### src/rtl/piso_pkg.sv
// Shared types and the one-bit shift step used by the PISO serializer.
// The step operates on a 64-bit container so a single function serves every WIDTH.
package piso_pkg;

    localparam int unsigned MAX_W = 64;

    typedef enum logic {
        IDLE  = 1'b0,
        SHIFT = 1'b1
    } piso_state_t;

    typedef struct packed {
        logic             nxt_bit;
        logic [MAX_W-1:0] sreg;
    } piso_shift_t;

    // Takes the bit at the output end and shifts the word one place toward it.
    // MSB-first leaves junk above bit w-1; callers keep only the low w bits.
    function automatic piso_shift_t piso_shift(input logic [MAX_W-1:0] s,
                                               input logic             dir,
                                               input int unsigned      w);
        piso_shift_t r;
        logic [5:0]  top_idx;
        top_idx = 6'(w - 1);
        if (dir) begin
            r.nxt_bit = s[top_idx];
            r.sreg    = s << 1;
        end else begin
            r.nxt_bit = s[0];
            r.sreg    = s >> 1;
        end
        return r;
    endfunction

endpackage

### src/rtl/piso_bit_counter.sv
// Bit-position counter with clear, enable and a terminal flag at WIDTH-1.
// Shared between the serializer and a future deserializer.
module piso_bit_counter #(
    parameter int unsigned WIDTH = 8
) (
    input  logic                     clk,
    input  logic                     rst,
    input  logic                     i_clr,
    input  logic                     i_en,
    output logic [$clog2(WIDTH)-1:0] o_cnt,
    output logic                     o_last
);
    localparam int unsigned CW = $clog2(WIDTH);

    logic [CW-1:0] r_cnt;

    always_ff @(posedge clk) begin
        if (rst || i_clr) begin
            r_cnt <= '0;
        end else if (i_en) begin
            r_cnt <= r_cnt + CW'(1);
        end
    end

    assign o_cnt  = r_cnt;
    assign o_last = (r_cnt == CW'(WIDTH - 1));

endmodule

### src/rtl/piso_serializer.sv
// Parallel-in/serial-out serializer with valid/ready input, per-word bit order,
// frame markers and gapless back-to-back streaming.
//
//   state | meaning
//   IDLE  | no frame; in_ready high, all serial outputs low
//   SHIFT | frame in progress; serial_out holds the current bit until shift_en
module piso_serializer
    import piso_pkg::*;
#(
    parameter int unsigned WIDTH = 8
) (
    input  logic             clk,
    input  logic             rst,
    input  logic             in_valid,
    output logic             in_ready,
    input  logic [WIDTH-1:0] in_data,
    input  logic             in_msb_first,
    input  logic             shift_en,
    output logic             serial_out,
    output logic             serial_valid,
    output logic             frame_start,
    output logic             frame_end,
    output logic             busy
);
    localparam int unsigned CW = $clog2(WIDTH);

    piso_state_t      r_state;
    logic [WIDTH-1:0] r_sreg;
    logic             r_dir;
    logic             r_serial_out;
    logic             r_serial_valid;
    logic             r_frame_start;
    logic             r_frame_end;

    logic [CW-1:0]    w_cnt;
    logic             w_last;
    logic             w_accept;
    logic             w_cnt_en;
    logic             w_end_next;
    piso_shift_t      w_acc;
    piso_shift_t      w_sh;
    logic             w_unused_hi;

    // Ready on the last bit's strobe lets the next word follow without a gap.
    assign in_ready   = (r_state == IDLE) || ((r_state == SHIFT) && shift_en && w_last);
    assign w_accept   = in_valid && in_ready;
    assign w_cnt_en   = (r_state == SHIFT) && shift_en && !w_last;
    assign w_end_next = (w_cnt == CW'(WIDTH - 2));

    assign w_acc = piso_shift(MAX_W'(in_data), in_msb_first, WIDTH);
    assign w_sh  = piso_shift(MAX_W'(r_sreg), r_dir, WIDTH);
    assign w_unused_hi = ^{w_acc.sreg, w_sh.sreg};

    piso_bit_counter #(.WIDTH(WIDTH)) u_cnt (
        .clk    (clk),
        .rst    (rst),
        .i_clr  (w_accept),
        .i_en   (w_cnt_en),
        .o_cnt  (w_cnt),
        .o_last (w_last)
    );

    always_ff @(posedge clk) begin
        if (rst) begin
            r_state        <= IDLE;
            r_sreg         <= '0;
            r_dir          <= 1'b0;
            r_serial_out   <= 1'b0;
            r_serial_valid <= 1'b0;
            r_frame_start  <= 1'b0;
            r_frame_end    <= 1'b0;
        end else if (w_accept) begin
            r_state        <= SHIFT;
            r_sreg         <= w_acc.sreg[WIDTH-1:0];
            r_dir          <= in_msb_first;
            r_serial_out   <= w_acc.nxt_bit;
            r_serial_valid <= 1'b1;
            r_frame_start  <= 1'b1;
            r_frame_end    <= 1'b0;
        end else if ((r_state == SHIFT) && shift_en) begin
            if (!w_last) begin
                r_sreg        <= w_sh.sreg[WIDTH-1:0];
                r_serial_out  <= w_sh.nxt_bit;
                r_frame_start <= 1'b0;
                r_frame_end   <= w_end_next;
            end else begin
                r_state        <= IDLE;
                r_serial_out   <= 1'b0;
                r_serial_valid <= 1'b0;
                r_frame_start  <= 1'b0;
                r_frame_end    <= 1'b0;
            end
        end
    end

    assign serial_out   = r_serial_out;
    assign serial_valid = r_serial_valid;
    assign frame_start  = r_frame_start;
    assign frame_end    = r_frame_end;
    assign busy         = r_serial_valid;

endmodule

### config.mk
export PLATFORM = sky130hd
export DESIGN_NAME = piso_serializer
export DESIGN_NICKNAME = d
export VERILOG_FILES = /design/src/rtl/piso_pkg.sv /design/src/rtl/piso_bit_counter.sv /design/src/rtl/piso_serializer.sv
export SDC_FILE = /design/constraint.sdc
export NUM_CORES = 1
export LEC_CHECK = 0
export CAP_MARGIN = 15
export CORE_UTILIZATION = 49
export CTS_CLUSTER_SIZE = 14
export DETAILED_ROUTE_END_ITERATION = 8
export GPL_TIMING_DRIVEN = 0
export PLACE_DENSITY_LB_ADDON = 0.2
export SLEW_MARGIN = 5
export SYNTH_ARGS = -nofsm -noshare
export SYNTH_HDL_FRONTEND = slang
export SYNTH_HIERARCHICAL = 1
export SYNTH_SLANG_ARGS = --single-unit
### constraint.sdc
create_clock -name clk -period 2 [get_ports clk]
set_clock_uncertainty 0.15 [all_clocks]
set_input_delay 0.4 -clock clk [delete_from_list [all_inputs] [get_ports clk]]
set_output_delay 0.4 -clock clk [all_outputs]
set_load 0.1 [all_outputs]
==> results.json <==
{
  "hold_path.class": "in2reg",
  "grt_pass1_wl_um": 3520,
  "grtUsageTotal": 0.239,
  "cts_hold_buffers": 0,
  "syn_area_um2": 943,
  "multiInputGateArea_um2": 573,
  "rrSetupSlack_ns": 0.12,
  "remaining_drc_errors": 0,
  "initial_core_util": 0.535,
  "postSynthCellCount": 94,
  "core_area_mm2": 0.00176,
  "synth_cell_type_count": 36,
  "critPathLaunch": "u_cnt/o_cnt[0]$_SDFFE_PP0P_",
  "final_common_cell": "dfxtp_1",
  "finalWirelength_um": 2100,
  "boundaryPins": 19,
  "overflow": 0,
  "clk_latency_ns": 0.28,
  "final_nets": 132,
  "final_antenna_net_count": 0,
  "yosys_warnings": 6,
  "grt_max_degree": 13,
  "place.gp.congestion": 0.791,
  "timing.rr.start": "u_cnt/o_cnt[1]$_SDFFE_PP0P_",
  "status": "finished clean",
  "antenna_found_initial": 0,
  "holdCritStartpoint": "in_msb_first",
  "worstHoldEndpoint": "r_sreg[7]$_SDFFE_PP0P_",
  "worstPathCellList": "ha_2, ha_4, a21boi_4, inv_2, buf_12",
  "leakage_nw": 0.458,
  "power_mw": 0.764,
  "dr.pass1.iters": 4,
  "num_rows": 15,
  "synthesis.nets": 109,
  "die_area_mm2": 0.00210,
  "num_antenna_cells": 0,
  "period_needed_ns": 1.95,
  "setup-violations-final": 0,
  "critPathTopFamily": "adder cells",
  "final_area_mm2": 0.00122,
  "slew_headroom": 0.636,
  "numCtsBuffers": 3,
  "path_class": "reg2out",
  "place_area_mm2": 0.00115,
  "die_y_um": 45.9,
  "worstHoldPathCells": 3,
  "period_share": 0.977,
  "cts_tree": "built",
  "vias": 772,
  "cp_slowest_cell": "dfxtp_2",
  "port_buffers": 17,
  "ir_worst_vdd_mv": 0.463,
  "hold_viol_final": 0,
  "finalMaxSlewViolations": 0,
  "reg2reg_to": "r_sreg[0]$_SDFFE_PP0P_",
  "clk_pin_slew_worst_paths_ns": 0.10,
  "ys_seq_elements": 16,
  "final.setup.tns_ns": 0,
  "arrival_ns": 1.40,
  "mostFrequentLayoutCells": "dfxtp_1 (14), mux2i_1 (12), clkdlybuf4s50_1 (10), nor2_1 (8)",
  "tightest_slew_ns": 0.548,
  "slowest_delay_ns": 0.34,
  "power.density_mw_per_mm2": 625,
  "hold_slack_ns": 0.354,
  "drive_gt1_frac": 0.330,
  "drt_iter0_drc": 13,
  "fillers": 159,
  "crit_fanout": 4,
  "cts_root_buf": "clkbuf_4",
  "cts_max_level": 1,
  "r2r_cells": 9,
  "grt_pass1_vias": 751,
  "syn_avg_cell_area_um2": 10.0,
  "max_clock_freq_mhz": 512,
  "maxCapViolCount": 0,
  "seqCellArea_um2": 323,
  "area_delta_synth_final_pct": 29.6,
  "critPathCaptureType": "output port",
  "cp_num_buf_inv": 2,
  "die_w_um": 45.9,
  "start_kind": "register",
  "dp_hpwl_um": 1510,
  "clk_path_buf_depth": 2,
  "cp.required_ns": 1.45,
  "cts_sinks": 16,
  "avgViaCountPerCell": 5.51,
  "final_util": 0.693,
  "synth-seq-area-share": 0.340,
  "wl_per_cell_um": 15.0
}
what timing repair did:
item	in CTS	in global routing
setup endpoints to repair	6	3
setup buffers	0	1
gates resized for setup	22	10
pin swaps	1	1
flip-flops by register name (all words and copies together), names as in the netlist:
name and flops:
r_sreg 8, u_cnt/o_cnt 3, busy 1, frame_end 1
frame_start 1, r_dir 1, serial_out 1
layout make-up:
cell class                 instances  area share
sequential                        16       0.264
tap                               25      0.0256
buffer                             7      0.0563
timing repair buffer              18       0.161
multi-input combinational         69       0.469
clock buffer                       3      0.0184
inverter                           2     0.00614
Yosys cell counts:
| cell | count | area share |
|---|---|---|
| a221oi_2 | 2 | 0.032 |
| mux2_2 | 4 | 0.048 |
| nor3_2 | 1 | 0.011 |
| nand4b_1 | 1 | 0.0093 |
| nor2_1 | 8 | 0.032 |
| nand3_1 | 1 | 0.0053 |
| dfxtp_1 | 16 | 0.34 |
| nor2b_2 | 1 | 0.0093 |
| a31o_1 | 1 | 0.0093 |
| o21a_1 | 2 | 0.016 |
| inv_1 | 2 | 0.0080 |
| xnor2_1 | 1 | 0.0093 |
| buf_4 | 4 | 0.032 |
| and3b_4 | 1 | 0.013 |
| a211o_1 | 4 | 0.037 |
| nor3_1 | 3 | 0.016 |
| a221oi_1 | 1 | 0.0093 |
| a211oi_2 | 1 | 0.013 |
| a211oi_1 | 1 | 0.0080 |
| a21oi_2 | 2 | 0.019 |
| ha_1 | 2 | 0.027 |
| nand2b_1 | 1 | 0.0066 |
| mux2i_1 | 12 | 0.13 |
| nand2_1 | 5 | 0.020 |
| nand3b_1 | 1 | 0.0080 |
| nand2_2 | 1 | 0.0066 |
| mux2_1 | 1 | 0.012 |
| a2bb2oi_1 | 1 | 0.0093 |
| nand4bb_1 | 1 | 0.012 |
| a21oi_1 | 4 | 0.021 |
| a21boi_2 | 1 | 0.012 |
| a31oi_1 | 1 | 0.0066 |
| buf_8 | 2 | 0.032 |
| buf_2 | 1 | 0.0053 |
| nor2_2 | 2 | 0.013 |
| nor2b_1 | 1 | 0.0066 |
per-stage QoR:
stage	cells	worst slack, ns
after global placement	136	-0.824
after detailed placement	136	-0.852
after CTS	139	-0.0580
after floorplan	94	0.0855
final	140	0.0470
after global routing	140	-0.00664
cell families after synthesis:
family	Yosys count	synth area share
flip-flops	16	0.340
multiplexers	17	0.187
adder cells (fa/ha/maj)	2	0.0265
buffers and inverters	9	0.0769
AND/OR/NAND/NOR	28	0.168
AO/OA/AOI/OAI	21	0.192
XOR/XNOR	1	0.00929
power by group:
part / switching [mW] / total, mW / internal, mW
sequential: 0.0171 / 0.357 / 0.340
combinational: 0.133 / 0.235 / 0.102
clock: 0.102 / 0.172 / 0.0698
total: 0.252 / 0.764 / 0.511
worst reg2reg max path, stage by stage (launching register included):
cell and delay, ns:
dfxtp_1 0.38, ha_2 0.21, ha_4 0.16, a21boi_4 0.07, buf_4 0.15, nor2b_2 0.11, buf_6 0.16, buf_8 0.16
nand3b_1 0.10, a31oi_1 0.17
worst max path at each step:
| stage | endpoint | slack (ns) | cells past startpoint |
|---|---|---|---|
| after floorplan | in_ready | 0.09 | 2 |
| after global placement | in_ready | -0.82 | 4 |
| after detailed placement | in_ready | -0.85 | 4 |
| after CTS | in_ready | -0.06 | 5 |
| after global routing | in_ready | -0.007 | 5 |
| final | in_ready | 0.05 | 5 |
per-layer routing:
layer  up-vias  track usage  wire length (um)
met3         2       0.0595                63
li1        388            -                 -
met1       363        0.310              1010
met4         0       0.0706                13
met5         -            0                 0
met2        19        0.389              1010
(Power assumes the default switching activity.)
==> edit (same settings) <==
`WIDTH` is set to 8 in 2 places; all go to 16.
--- a/src/rtl/piso_bit_counter.sv
+++ b/src/rtl/piso_bit_counter.sv
@@ -3,3 +3,3 @@
 module piso_bit_counter #(
-    parameter int unsigned WIDTH = 8
+    parameter int unsigned WIDTH = 16
 ) (
--- a/src/rtl/piso_serializer.sv
+++ b/src/rtl/piso_serializer.sv
@@ -9,3 +9,3 @@
 #(
-    parameter int unsigned WIDTH = 8
+    parameter int unsigned WIDTH = 16
 ) (
Ports: changed (resized in_data); port bits go from 19 to 27. No check against the original RTL was run, so the function may have changed too.
==> edit against the original RTL <==
The run now ends with design-rule violations, negative setup slack left; routed wire length is 110% higher; clock power is 35% higher; combinational power is 51% higher; synthesized area is 61% higher; register-to-register slack worse by 130 ps; non-clock buffer count is 24 higher; core utilization is 1.5 points higher; count of clock-buffer cells in the layout stayed put; sequential cell count is 9 higher; power is 50% higher; cell area is 65% higher; worst setup slack worse by 150 ps; largest cell class unchanged; highest routed layer unchanged.
==> edit: results (changes against the original RTL) <==
[synthesis]
synthAdderAreaFrac_pct = 0.8244  ; was 2.653%
syn_inst = 166  ; was 94
muxShareOfSynthArea_pct = 14.59  ; was 18.70%
synth_compound_area_share_pct = 23.41  ; was 19.23%
synthTopCellsByCount = 28 x nand2_1, 25 x dfxtp_1, 13 x mux2_2  ; was 16 x dfxtp_1, 12 x mux2i_1, 8 x nor2_1
synthXorXnorAreaFrac_pct = 0.5771  ; was 0.9284%
syn_nets = 188  ; was 109
synth.distinct_cells = 42  ; was 36

[finish]
largest_reg_flops = 16  ; was 8
nNetsFinal = 229  ; was 132
drive_above_1_share_pct = 32.04  ; was 33.04%
instances_no_fill = 237  ; was 140
n_fill_cell = 248  ; was 159

[critical_path]
cp_top_family = flip-flops  ; was adder cells
rr_startpoint = u_cnt/o_cnt[0]  ; was u_cnt/o_cnt[1]
r2r_cells = 7  ; was 9
rr_endpoint = u_cnt/o_cnt[3]  ; was r_sreg[0]
cpMaxStageDelayCell = dfxtp_4  ; was dfxtp_2
reg2reg_slack_ps = -10  ; was 120 ps
slowest_delay_ps = 390  ; was 340 ps

[place]
place.gp.congestion = 0.8783  ; was 0.7910
placed_cells = 223  ; was 136
hpwl_um = 3072  ; was 1508 um
port_buffers = 26  ; was 17
placed_area_um2 = 1818  ; was 1146 um^2

[pwr]
internal_power_uw = 762.9  ; was 511.2 uW
powerDensity_nw_per_um2 = 568.8  ; was 624.6 nW/um^2
vdd_drop_max_mv = 0.3392  ; was 0.4633 mV

[sta]
fin_ws_ps = -98.54  ; was 46.96 ps
relSlewSlack_pct = 61.08  ; was 63.64%
holdWs_ps = 314.0  ; was 354.4 ps
setup_viol = 2  ; was 0

[outcome]
status = complete, but fails checks  ; was finished clean
violations = design-rule violations, negative setup slack

[global_route]
grt_pass1_wl_um = 7058  ; was 3519 um
grt_pass1_vias = 1461  ; was 751

[clock_network]
ctsResizeCount = 29  ; was 22
clkTransAtPathRegs_ps = 140  ; was 100 ps
clock_latency_ps = 330  ; was 280 ps
postCtsSetupRepairBufs = 1  ; was 0

[detailed_routing]
drc = 2  ; was 0
detail_route.first_pass.iterations = 8  ; was 4
drt_iter0_drc = 84  ; was 13

[min_path]
worstHoldEndpoint = frame_start  ; was r_sreg[7]
min_from = frame_start  ; was in_msb_first

edit: cell types whose count changed after synthesis, sizes merged, moves of 4 or more:
| cell | change |
|---|---|
| mux2i | -6 |
| a2111oi | +12 |
| a211o | -4 |
| nor2 | -8 |
| nand2 | +23 |
| a311oi | +12 |
| nor2b | +10 |
| dfxtp | +9 |
| mux2 | +9 |
| clkbuf | +4 |
edit: area by class of cell:
class / count / area (um^2) / area share [%]
multi-input cells: 124 / 977.2 / 48.39
plain buffers: 13 / 87.58 / 4.337
well taps: 31 / 38.79 / 1.921
clock buffers: 3 / 22.52 / 1.115
repair buffers: 36 / 351.6 / 17.41
clock inverters: 1 / 5.005 / 0.2478
flip-flops and latches: 25 / 509.2 / 25.22
inverters: 4 / 27.53 / 1.363
edit: per-layer routing:
metal / share of wire [%] / track usage (%)
met1: 45 / 37.15
met3: 7.1 / 4.018
met4: 0.87 / 6.463
met5: 0 / 0
met2: 47 / 46.35
